### config.mk
export PLATFORM = sky130hd
export DESIGN_NAME = calendar_gen
export DESIGN_NICKNAME = d
export VERILOG_FILES = /design/src/rtl/cal_pkg.sv /design/src/rtl/cal_days_in_month.sv /design/src/rtl/calendar_gen.sv
export SDC_FILE = /design/constraint.sdc
export NUM_CORES = 1
export LEC_CHECK = 0
export ABC_AREA = 1
export CORE_MARGIN = 3
export CORE_UTILIZATION = 50
export CTS_CLUSTER_DIAMETER = 150
export DETAILED_ROUTE_END_ITERATION = 8
export HOLD_SLACK_MARGIN = 0.05
export PLACE_DENSITY = 0.71
export SLEW_MARGIN = 20
export SYNTH_ARGS = -nofsm -noshare
export SYNTH_HDL_FRONTEND = slang
export SYNTH_HIERARCHICAL = 1
export SYNTH_SLANG_ARGS = --single-unit
### constraint.sdc
create_clock -name Clk -period 18.94 [get_ports Clk]
set_input_delay 1.894 -clock Clk [delete_from_list [all_inputs] [get_ports Clk]]
set_output_delay 1.894 -clock Clk [all_outputs]
set_load 0.05 [all_outputs]
### src/rtl/cal_pkg.sv
// Shared constants and helpers for the calendar date keeper:
// field indices, Data layout, weekday encoding and date arithmetic.
package cal_pkg;

    localparam logic [1:0] FLD_DAY  = 2'd0;
    localparam logic [1:0] FLD_MON  = 2'd1;
    localparam logic [1:0] FLD_YEAR = 2'd2;

    localparam int DATA_DD_LSB = 0;
    localparam int DATA_MM_LSB = 8;
    localparam int DATA_YY_LSB = 16;

    typedef enum logic [2:0] {
        WD_SUN = 3'd0, WD_MON = 3'd1, WD_TUE = 3'd2, WD_WED = 3'd3,
        WD_THU = 3'd4, WD_FRI = 3'd5, WD_SAT = 3'd6
    } weekday_t;

    typedef enum logic [2:0] {
        EV_NONE, EV_CARRY, EV_LOAD, EV_INC, EV_DEC
    } ev_t;

    function automatic logic is_leap(input logic [13:0] y);
        return ((y % 14'd4) == 14'd0) &&
               (((y % 14'd100) != 14'd0) || ((y % 14'd400) == 14'd0));
    endfunction

    function automatic logic [15:0] bin_to_bcd4(input logic [13:0] v);
        logic [3:0] d3, d2, d1, d0;
        d0 = 4'(v % 14'd10);
        d1 = 4'((v / 14'd10) % 14'd10);
        d2 = 4'((v / 14'd100) % 14'd10);
        d3 = 4'(v / 14'd1000);
        return {d3, d2, d1, d0};
    endfunction

    function automatic logic [7:0] bin_to_bcd2(input logic [6:0] v);
        logic [3:0] d1, d0;
        d0 = 4'(v % 7'd10);
        d1 = 4'(v / 7'd10);
        return {d1, d0};
    endfunction

    function automatic logic bcd_valid(input logic [31:0] v);
        logic ok;
        ok = 1'b1;
        for (int i = 0; i < 8; i++) begin
            if (v[i*4 +: 4] > 4'd9) ok = 1'b0;
        end
        return ok;
    endfunction

    function automatic logic [1:0] first_set(input logic [2:0] v);
        if (v[0])      return FLD_DAY;
        else if (v[1]) return FLD_MON;
        else           return FLD_YEAR;
    endfunction

    // Sakamoto: the partial sum never goes negative because y >= y/100.
    function automatic logic [2:0] day_of_week(input logic [13:0] y,
                                               input logic [3:0]  m,
                                               input logic [4:0]  d);
        logic [13:0] yy;
        logic [2:0]  t;
        logic [14:0] s;
        yy = (m < 4'd3) ? y - 14'd1 : y;
        case (m)
            4'd1:    t = 3'd0;
            4'd2:    t = 3'd3;
            4'd3:    t = 3'd2;
            4'd4:    t = 3'd5;
            4'd5:    t = 3'd0;
            4'd6:    t = 3'd3;
            4'd7:    t = 3'd5;
            4'd8:    t = 3'd1;
            4'd9:    t = 3'd4;
            4'd10:   t = 3'd6;
            4'd11:   t = 3'd2;
            4'd12:   t = 3'd4;
            default: t = 3'd0;
        endcase
        s = {1'b0, yy} + {3'b0, yy[13:2]} - 15'(yy / 14'd100)
            + 15'(yy / 14'd400) + {12'b0, t} + {10'b0, d};
        return 3'(s % 15'd7);
    endfunction

endpackage

### src/rtl/cal_days_in_month.sv
// Days in a given month of a given Gregorian year.
module cal_days_in_month
    import cal_pkg::*;
(
    input  logic [3:0]  month,
    input  logic [13:0] year,
    output logic [4:0]  dim
);

    always_comb begin
        case (month)
            4'd2:                      dim = is_leap(year) ? 5'd29 : 5'd28;
            4'd4, 4'd6, 4'd9, 4'd11:   dim = 5'd30;
            default:                   dim = 5'd31;
        endcase
    end

endmodule

### src/rtl/calendar_gen.sv
// Date keeper: day carry, manual field edits, validated BCD load,
// registered BCD date, weekday and leap outputs.
module calendar_gen
    import cal_pkg::*;
#(
    parameter int YEAR_MIN   = 2000,
    parameter int YEAR_MAX   = 2099,
    parameter int INIT_YEAR  = 2025,
    parameter int INIT_MONTH = 9,
    parameter int INIT_DAY   = 6
) (
    input  logic        Clk,
    input  logic        Reset,
    input  logic        full_flag,
    input  logic [2:0]  cnt_inc,
    input  logic [2:0]  cnt_dec,
    input  logic        load,
    input  logic [31:0] load_data,
    output logic [31:0] Data,
    output logic [2:0]  weekday,
    output logic        leap,
    output logic        year_wrap,
    output logic        load_err
);

    localparam logic [13:0] Y_MIN  = 14'(YEAR_MIN);
    localparam logic [13:0] Y_MAX  = 14'(YEAR_MAX);
    localparam logic [13:0] Y_INIT = 14'(INIT_YEAR);
    localparam logic [3:0]  M_INIT = 4'(INIT_MONTH);
    localparam logic [4:0]  D_INIT = 5'(INIT_DAY);
    localparam logic [31:0] INIT_DATA = {bin_to_bcd4(Y_INIT),
                                         bin_to_bcd2(7'(INIT_MONTH)),
                                         bin_to_bcd2(7'(INIT_DAY))};
    localparam logic [2:0]  INIT_WD   = day_of_week(Y_INIT, M_INIT, D_INIT);
    localparam logic        INIT_LEAP = is_leap(Y_INIT);

    logic [13:0] year_q, nxt_y, tgt_y, ld_y;
    logic [3:0]  month_q, nxt_m, tgt_m;
    logic [4:0]  day_q, nxt_d, dim_cur, dim_tgt;
    logic [6:0]  ld_m, ld_d;
    logic [2:0]  inc_prev, dec_prev, inc_rise, dec_rise;
    logic [1:0]  fld;
    logic        ld_ok, wrap_nxt, err_nxt, wrap_pend;
    logic [31:0] data_n;
    ev_t         ev;

    assign inc_rise = cnt_inc & ~inc_prev;
    assign dec_rise = cnt_dec & ~dec_prev;

    assign ld_y = {10'b0, load_data[31:28]} * 14'd1000 + {10'b0, load_data[27:24]} * 14'd100
                + {10'b0, load_data[23:20]} * 14'd10   + {10'b0, load_data[19:16]};
    assign ld_m = {3'b0, load_data[15:12]} * 7'd10 + {3'b0, load_data[11:8]};
    assign ld_d = {3'b0, load_data[7:4]} * 7'd10 + {3'b0, load_data[3:0]};

    cal_days_in_month u_dim_cur (.month(month_q), .year(year_q), .dim(dim_cur));
    cal_days_in_month u_dim_tgt (.month(tgt_m),   .year(tgt_y),  .dim(dim_tgt));

    // Arbitration, then the month/year the event would land on (for clamp and load check).
    always_comb begin
        ev  = EV_NONE;
        fld = FLD_DAY;
        if (full_flag)        ev = EV_CARRY;
        else if (load)        ev = EV_LOAD;
        else if (|inc_rise) begin
            ev  = EV_INC;
            fld = first_set(inc_rise);
        end else if (|dec_rise) begin
            ev  = EV_DEC;
            fld = first_set(dec_rise);
        end

        tgt_y = year_q;
        tgt_m = month_q;
        case (ev)
            EV_LOAD: begin
                tgt_y = ld_y;
                tgt_m = ld_m[3:0];
            end
            EV_INC: begin
                if (fld == FLD_MON)  tgt_m = (month_q == 4'd12) ? 4'd1 : month_q + 4'd1;
                if (fld == FLD_YEAR) tgt_y = (year_q == Y_MAX) ? Y_MIN : year_q + 14'd1;
            end
            EV_DEC: begin
                if (fld == FLD_MON)  tgt_m = (month_q == 4'd1) ? 4'd12 : month_q - 4'd1;
                if (fld == FLD_YEAR) tgt_y = (year_q == Y_MIN) ? Y_MAX : year_q - 14'd1;
            end
            default: ;
        endcase
    end

    assign ld_ok = bcd_valid(load_data) && (ld_y >= Y_MIN) && (ld_y <= Y_MAX)
                && (ld_m >= 7'd1) && (ld_m <= 7'd12)
                && (ld_d >= 7'd1) && (ld_d <= {2'b0, dim_tgt});

    always_comb begin
        nxt_y    = year_q;
        nxt_m    = month_q;
        nxt_d    = day_q;
        wrap_nxt = 1'b0;
        err_nxt  = 1'b0;
        case (ev)
            EV_CARRY: begin
                if (day_q < dim_cur) begin
                    nxt_d = day_q + 5'd1;
                end else begin
                    nxt_d = 5'd1;
                    if (month_q == 4'd12) begin
                        nxt_m = 4'd1;
                        if (year_q == Y_MAX) begin
                            nxt_y    = Y_MIN;
                            wrap_nxt = 1'b1;
                        end else begin
                            nxt_y = year_q + 14'd1;
                        end
                    end else begin
                        nxt_m = month_q + 4'd1;
                    end
                end
            end
            EV_LOAD: begin
                if (ld_ok) begin
                    nxt_y = ld_y;
                    nxt_m = ld_m[3:0];
                    nxt_d = ld_d[4:0];
                end else begin
                    err_nxt = 1'b1;
                end
            end
            EV_INC, EV_DEC: begin
                if (fld == FLD_DAY) begin
                    if (ev == EV_INC) nxt_d = (day_q >= dim_cur) ? 5'd1 : day_q + 5'd1;
                    else              nxt_d = (day_q == 5'd1) ? dim_cur : day_q - 5'd1;
                end else begin
                    nxt_y = tgt_y;
                    nxt_m = tgt_m;
                    nxt_d = (day_q > dim_tgt) ? dim_tgt : day_q;
                end
            end
            default: ;
        endcase
    end

    always_comb begin
        data_n = '0;
        data_n[DATA_YY_LSB +: 16] = bin_to_bcd4(year_q);
        data_n[DATA_MM_LSB +: 8]  = bin_to_bcd2({3'b0, month_q});
        data_n[DATA_DD_LSB +: 8]  = bin_to_bcd2({2'b0, day_q});
    end

    always_ff @(posedge Clk or posedge Reset) begin
        if (Reset) begin
            year_q    <= Y_INIT;
            month_q   <= M_INIT;
            day_q     <= D_INIT;
            inc_prev  <= '0;
            dec_prev  <= '0;
            wrap_pend <= 1'b0;
            year_wrap <= 1'b0;
            load_err  <= 1'b0;
            Data      <= INIT_DATA;
            weekday   <= INIT_WD;
            leap      <= INIT_LEAP;
        end else begin
            year_q    <= nxt_y;
            month_q   <= nxt_m;
            day_q     <= nxt_d;
            inc_prev  <= cnt_inc;
            dec_prev  <= cnt_dec;
            wrap_pend <= wrap_nxt;
            year_wrap <= wrap_pend;
            load_err  <= err_nxt;
            Data      <= data_n;
            weekday   <= day_of_week(year_q, month_q, day_q);
            leap      <= is_leap(year_q);
        end
    end

endmodule

After elaboration in Yosys (flattened, before gate mapping):

Memory sizes are Yosys's and may differ from the RTL's.
Index checks and enable logic that the tools add are counted.

* flip-flop bits (word level): 68
* bits in read-only memories: 48
* input port bits: 42
* output and inout bits: 38
* logic and storage cells: 182
* memories: 1

* $add $sub $neg: 16
* multipliers: 5
* div/mod/pow operators: 17
* order comparisons: 18
* eq/ne operators: 26
* mux-type cells: 58
* bitwise operators: 4
* reductions and logical operators: 26

Memory list
* (no name shown): depth 16, bits a word 3, read ports 1, clocked after memory_dff 0, wr ports 0, RTL line cal_pkg.sv:66 `case (m)`

Operators by type and width (number)
* two-way mux 14 bit: 9
* one-hot mux 14 bit (3 select lines): 2
* zero test 14 bit: 4
* modulo 14 x 4 -> 14 bit (second input constant): 3
* two-way mux 5 bit: 7
* > comparator 4 bit (second input constant): 8
* modulo 14 x 7 -> 14 bit (second input constant): 2
* modulo 14 x 9 -> 14 bit (second input constant): 2
* two-way mux 4 bit: 7
* nonzero test 14 bit: 2
* one-hot mux 4 bit (3 select lines): 2
* equality test 4 bit (second input constant): 5
* one-hot mux 5 bit (2 select lines): 2
* equality test 4 x 3 -> 1 bit (second input constant): 4
* two-way mux 1 bit: 16
* two-way mux 2 bit: 8
* adder 14 x 12 -> 15 bit: 1
* adder 15 bit: 1
* adder 15 x 3 -> 15 bit: 1
* adder 15 x 5 -> 15 bit: 1
* divider 14 x 7 -> 15 bit (second input constant): 1
* divider 14 x 9 -> 15 bit (second input constant): 1
* modulo 15 x 3 -> 15 bit (second input constant): 1
* one-hot mux 5 bit (3 select lines): 1
* 56 further kinds: 79

Logic depth before layout (Yosys ltp):

* depth after elaboration: 21
* mapped depth: 113
* depth with buffers taken out: 112

Modules after synthesis:

The synthesis kept the hierarchy.

By module, submodules not included
* calendar_gen: times used 1, cells each 2182, area each 13974.7 sq um, seq. area each 1604.0 sq um
* cal_days_in_month: times used 2, cells each 234, area each 1244.9 sq um, seq. area each 0.0 sq um

Worst setup path before layout:

No wires, ideal clock.

* kind: reg-to-reg
* from: reg year_q[0]
* to: reg weekday[0]
* setup time: 0.117 ns
* arrival: 11.651 ns
* required time: 18.823 ns
* setup slack: 7.172 ns
* cell stages (with the launch flop): 97
* buffers on the path: 2
* period minus slack after synthesis: 11.768 ns
* cell sequence: dfstp_2 > clkbuf_1 > inv_1 > ha_1 > nand2_4 > inv_2 > nand4_1 > xor2_1 > inv_1 > o21ai_1 > ha_1 > nand2_4 > inv_4 > nand2_2 > xor2_2 > nand2_4 > nand2_1 > a21boi_1 > [... 61 more ...] > inv_1 > nand3_1 > nand2_1 > nand2_1 > nand4_1 > nand2_1 > nand2_1 > nand3_1 > nand2_1 > nand2_1 > nand2_1 > ha_1 > nand3_1 > nand2_1 > inv_1 > nand3_1 > nand2_1 > nand2_1

* word-level cells in the longest chain between the ends: 8
* elaborated cells on any way between the ends: 10
* those cells by class: add/sub: 6; div: 3; mux: 1

Ends and longest elaborated chain
* start, declared: RTL line calendar_gen.sv:37 `logic [13:0] year_q, nxt_y, tgt_y, ld_y;`
* start signal, assigned: RTL line calendar_gen.sv:164 `year_q <= nxt_y;`
* subtractor 14 x 1 -> 14 bit: RTL line cal_pkg.sv:65 `yy = (m < 4'd3) ? y - 14'd1 : y;`
* two-way mux 14 bit *: RTL line cal_pkg.sv:65
* divider 14 x 7 -> 15 bit / adder 14 x 12 -> 15 bit (equally long branches): RTL line cal_pkg.sv:81 `s = {1'b0, yy} + {3'b0, yy[13:2]} - 15'(yy / 14'd100)`
* subtractor 15 bit: RTL line cal_pkg.sv:81
* adder 15 bit *: RTL line cal_pkg.sv:82 `+ 15'(yy / 14'd400) + {12'b0, t} + {10'b0, d};`
* adder 15 x 3 -> 15 bit *: RTL line cal_pkg.sv:82
* adder 15 x 5 -> 15 bit *: RTL line cal_pkg.sv:82
* modulo 15 x 3 -> 15 bit *: RTL line cal_pkg.sv:83 `return 3'(s % 15'd7);`
* end signal, assigned: RTL line calendar_gen.sv:173 `weekday <= day_of_week(year_q, month_q, day_q);`
* end, declared: RTL line calendar_gen.sv:20 `output logic [2:0] weekday,`

Every way passes the cells marked *; elsewhere a longest branch is shown, timed or not.
A chain may end at the register's enable or synchronous reset.

Worst setup path in the final report:

* from: in load_data[30]
* to: reg year_q[0]

* word-level cells in the longest chain between the ends: 15
* elaborated cells on any way between the ends: 26
* those cells by class: add/sub: 3; mul: 1; div: 2; order compare: 4; eq/ne: 1; mux: 4; reduce/logical: 11

Ends and longest elaborated chain
* start, declared: RTL line calendar_gen.sv:18 `input logic [31:0] load_data,`
* multiplier 4 x 7 -> 11 bit *: RTL line calendar_gen.sv:50 `assign ld_y = {10'b0, load_data[31:28]} * 14'd1000 + {10'b0, load_data[27:24]} * 14'd100`
* adder 14 x 11 -> 14 bit *: RTL line calendar_gen.sv:50
* adder 14 x 8 -> 14 bit *: RTL line calendar_gen.sv:51 `+ {10'b0, load_data[23:20]} * 14'd10 + {10'b0, load_data[19:16]};`
* adder 14 x 4 -> 14 bit *: RTL line calendar_gen.sv:51
* one-hot mux 14 bit (3 select lines) *: RTL line calendar_gen.sv:74 `case (ev)`
* named net tgt_y[13]: RTL line calendar_gen.sv:37
* modulo 14 x 7 -> 14 bit / modulo 14 x 9 -> 14 bit (equally long branches): RTL line cal_pkg.sv:24 `(((y % 14'd100) != 14'd0) || ((y % 14'd400) == 14'd0));`
* nonzero test 14 bit / zero test 14 bit (equally long branches): RTL line cal_pkg.sv:24
* logical OR 1 bit *: RTL line cal_pkg.sv:24
* logical AND 1 bit *: RTL line cal_pkg.sv:23 `return ((y % 14'd4) == 14'd0) &&`
* two-way mux 1 bit *: RTL line cal_days_in_month.sv:12 `4'd2: dim = is_leap(year) ? 5'd29 : 5'd28;`
* one-hot mux 5 bit (2 select lines) *: RTL line cal_days_in_month.sv:11 `case (month)`
* named net dim_tgt[0]: RTL line calendar_gen.sv:39 `logic [4:0] day_q, nxt_d, dim_cur, dim_tgt;`
* less-or-equal comparator 7 x 5 -> 1 bit *: RTL line calendar_gen.sv:93 `&& (ld_d >= 7'd1) && (ld_d <= {2'b0, dim_tgt});`
* logical AND 1 bit *: RTL line calendar_gen.sv:93
* != test 2 bit (no source line) *
* AND reduction 5 bit (no source line) *

Mark *: on every way through the listed nets, which the timed path passes. The rest lies on a longest branch.

==> run_results.csv <==
group,metric,value,unit
outcome,status,"finished, final reports clean",
finish,seq_area,0.001604,sq mm
yosys,avgSynthCellArea,6.213,sq um
detailed_routing,drt_iter0_markers,1037,
global_route,grt_start_max_net_pins,64,
critical_path,reg2reg_from,"year_q[2]",
yosys,synth-edff-count,0,
detailed_routing,drcViolationCount,0,
detailed_routing,vias_per_cell,5.323,
sta,rsz0062_at_grt,"no",
sta,relSlewSlack,0.3531,
clock_tree,numCtsBuffers,9,
clock_tree,cts_tree,"built",
sta,final.period_utilization,0.7277,
critical_path,r2r_end,"weekday[0]",
hold_path,hold_depth,0,
yosys,synth_top_flop_cell,"dfrtp_1",
critical_path,critPathMaxFanout,28,
floorplanning,top_level_ports,80,
detailed_routing,dr.pass1.iters,6,
detailed_routing,via_count,16680,
sta,fmax,72.56,MHz
floorplanning,core,0.03204,sq mm
finish,areaGrowthSynthToFinish,7.516,%
placement,gp_congestion,0.9806,
sta,hold_viol,0,
yosys,ys_seq_area_frac,0.09742,
yosys,synth.top_cell.area_share,0.1532,
floorplanning,start_util,0.5138,
clock_tree,cts_setup_buffers,0,
yosys,synth-seq-cells,63,
clock_tree,ctsLongestPathBuffers,2,
yosys,syn_inst,2650,
global_route,antenna_found_initial,0,
clock_tree,cts_hold_buf,0,
detailed_routing,wire_per_inst,13.36,microns
global_route,grt_overflow,0,
hold_path,worstHoldStart,"wrap_pend",
detailed_routing,ant_nets,0,
critical_path,cp-end-kind,"flip-flop",
global_route,grt_pass1_wl,71.48,mm
sta,fin_tns_setup,0,ps
clock_tree,clk_pin_slew_worst_paths,60,ps
critical_path,cp.required,19190,ps
critical_path,worst-r2r-cell-count,93,
critical_path,crit_start,"load_data[30]",
finish,fill_cells,3199,
yosys,synth.distinct_cells,77,
critical_path,max_stage_delay,790,ps
critical_path,cp-start-kind,"input port",
sta,finalClockSkew,9.925,ps
hold_path,worst_hold_path.endpoint,"year_wrap",
hold_path,hp-class,"flip-flop to flip-flop",
finish,layout.nets,2927,
clock_tree,ctsResizeCount,0,
yosys,synth_area_leaders,"nand2_1, ha_1, inv_1",
yosys,synth_area_leader_cell,"nand2_1",
critical_path,arrival,14030,ps
floorplanning,rows,65,
clock_tree,clockRootBuffer,"clkbuf_16",
placement,portBuffers,74,
finish,stdcell_count,3133,
finish,drive_gt1_frac,0.1186,
critical_path,rrSetupSlack,5390,ps
clock_tree,cts_sinks,63,
critical_path,cpMostUsedCell,"nand2_1",
yosys,yosysWarnings,6,
floorplanning,fp.dieW,187.5,microns
run,maxCapViolCount,0,
yosys,synth_area,0.01646,sq mm
detailed_routing,wl,41.86,mm
global_route,grt_util_all_layers,0.2359,
finish,n_antenna_cell,0,
clock_tree,cts_max_level,3,
sta,period_needed,13780,ps
global_route,grt_pass1_vias,15710,
finish,multi_input_area,0.01275,sq mm
yosys,async_reset_ff_frac,1.000,
critical_path,crit_type,"input port to flip-flop",
sta,tightest_slew,970.3,ps
sta,maxSlewViolCount,0,
placement,dp.cells,3117,
critical_path,critical_path.slowest_cell,"o21a_1",
placement,dp_hpwl,34.69,mm
floorplanning,die_area,0.03514,sq mm
clock_tree,insertion_delay,350,ps
sta,setup_viol,0,
floorplanning,die_h,187.5,microns
==> layout by cell type (no fill, tap or decap), types with 41 or more instances in the layout <==
master           Yosys  layout
inv_2               49      50
clkdlybuf4s50_1      0      74
fa_1                43      43
xor2_1              94      94
nor2_1             184     184
inv_1              396     395
dfrtp_1             41      41
nand3_1            223     223
a21oi_1            116     116
o21ai_0            139     139
nand4_1             56      56
nand2_2             91      91
nand2_1            672     672
ha_1               149     149
==> synthesized netlist by cell type (16+ instances only) <==
cell type	number
nand2_1	672
inv_1	396
nand3_1	223
nor2_1	184
ha_1	149
o21ai_0	139
a21oi_1	116
xor2_1	94
nand2_2	91
nand4_1	56
inv_2	49
fa_1	43
dfrtp_1	41
nand2_4	39
o21ai_1	26
nor3_1	23
dfstp_2	22
clkbuf_1	20
nor2_2	20
xnor2_1	17
nand3_2	16
==> critical path, delay by kind of cell <==
family                     cells  cell delay, ps
AOI/OAI and AO/OA             16            4030
and+or+nand+nor               39            3940
adders and majority gates      7            2630
buffers and inverters         11            1220
xor gates and xnor gates       2             290
==> area by class of cell <==
type                            count  share of cell area
Multi-Input combinational cell   2084              0.7205
Inverter                          456             0.09740
Sequential cell                    63             0.09061
Timing Repair Buffer               79             0.04396
Tap cell                          435             0.03075
Clock buffer                        9             0.01272
Clock inverter                      7            0.004100
==> how the worst max path moves through the flow <==
stage                 end  slack [ps]  cells past startpoint
6_report        year_q[0]        5160                     75
5_1_grt         year_q[0]        3650                     79
4_1_cts         year_q[0]        5270                     75
3_5_place_dp   year_q[10]        4930                     75
3_3_place_gp   year_q[10]        5150                     77
2_1_floorplan  weekday[0]        7170                     96
==> logic make-up (layout without fill, tap and decap cells) <==
logic type	Yosys count	count (layout)	share of synthesized area
AOI/OAI and AO/OA	377	377	0.1319
xor gates and xnor gates	114	114	0.06270
adders and majority gates	192	192	0.1655
buffers and inverters	511	551	0.1298
DFF	63	63	0.09742
muxes	3	3	0.001824
other	3	11	0.0006839
and+or+nand+nor	1387	1387	0.4101
==> sequential cells by signal, summed over array words and instances (netlist names) <==
register	cells
month_q	4
inc_prev	3
year_q	14
year_wrap	1
load_err	1
wrap_pend	1
dec_prev	3
weekday	3
leap	1
day_q	5
Data	27
==> through the flow <==
stage	setup slack [ps]	util	hold WS, ps	instance area, sq um
after floorplan	7172	-	331.2	16490
after global placement	5145	0.5431	338.5	17400
after detailed placement	4930	0.5431	342.6	17400
after CTS	5266	0.5524	356.9	17700
after global routing	3647	0.5524	369.3	17700
final	5158	0.5524	352.4	17700
==> layer usage <==
layer / track usage / vias up / wire (microns)
li1: - / 8619 / -
met1: 0.2990 / 7586 / 18920
met2: 0.4235 / 400 / 19980
met3: 0.02511 / 72 / 2032
met4: 0.06753 / 0 / 925
met5: 0 / - / 0
Power is not shown: default switching activity piles up to over one toggle a cycle in this logic, so the estimate is an artifact.
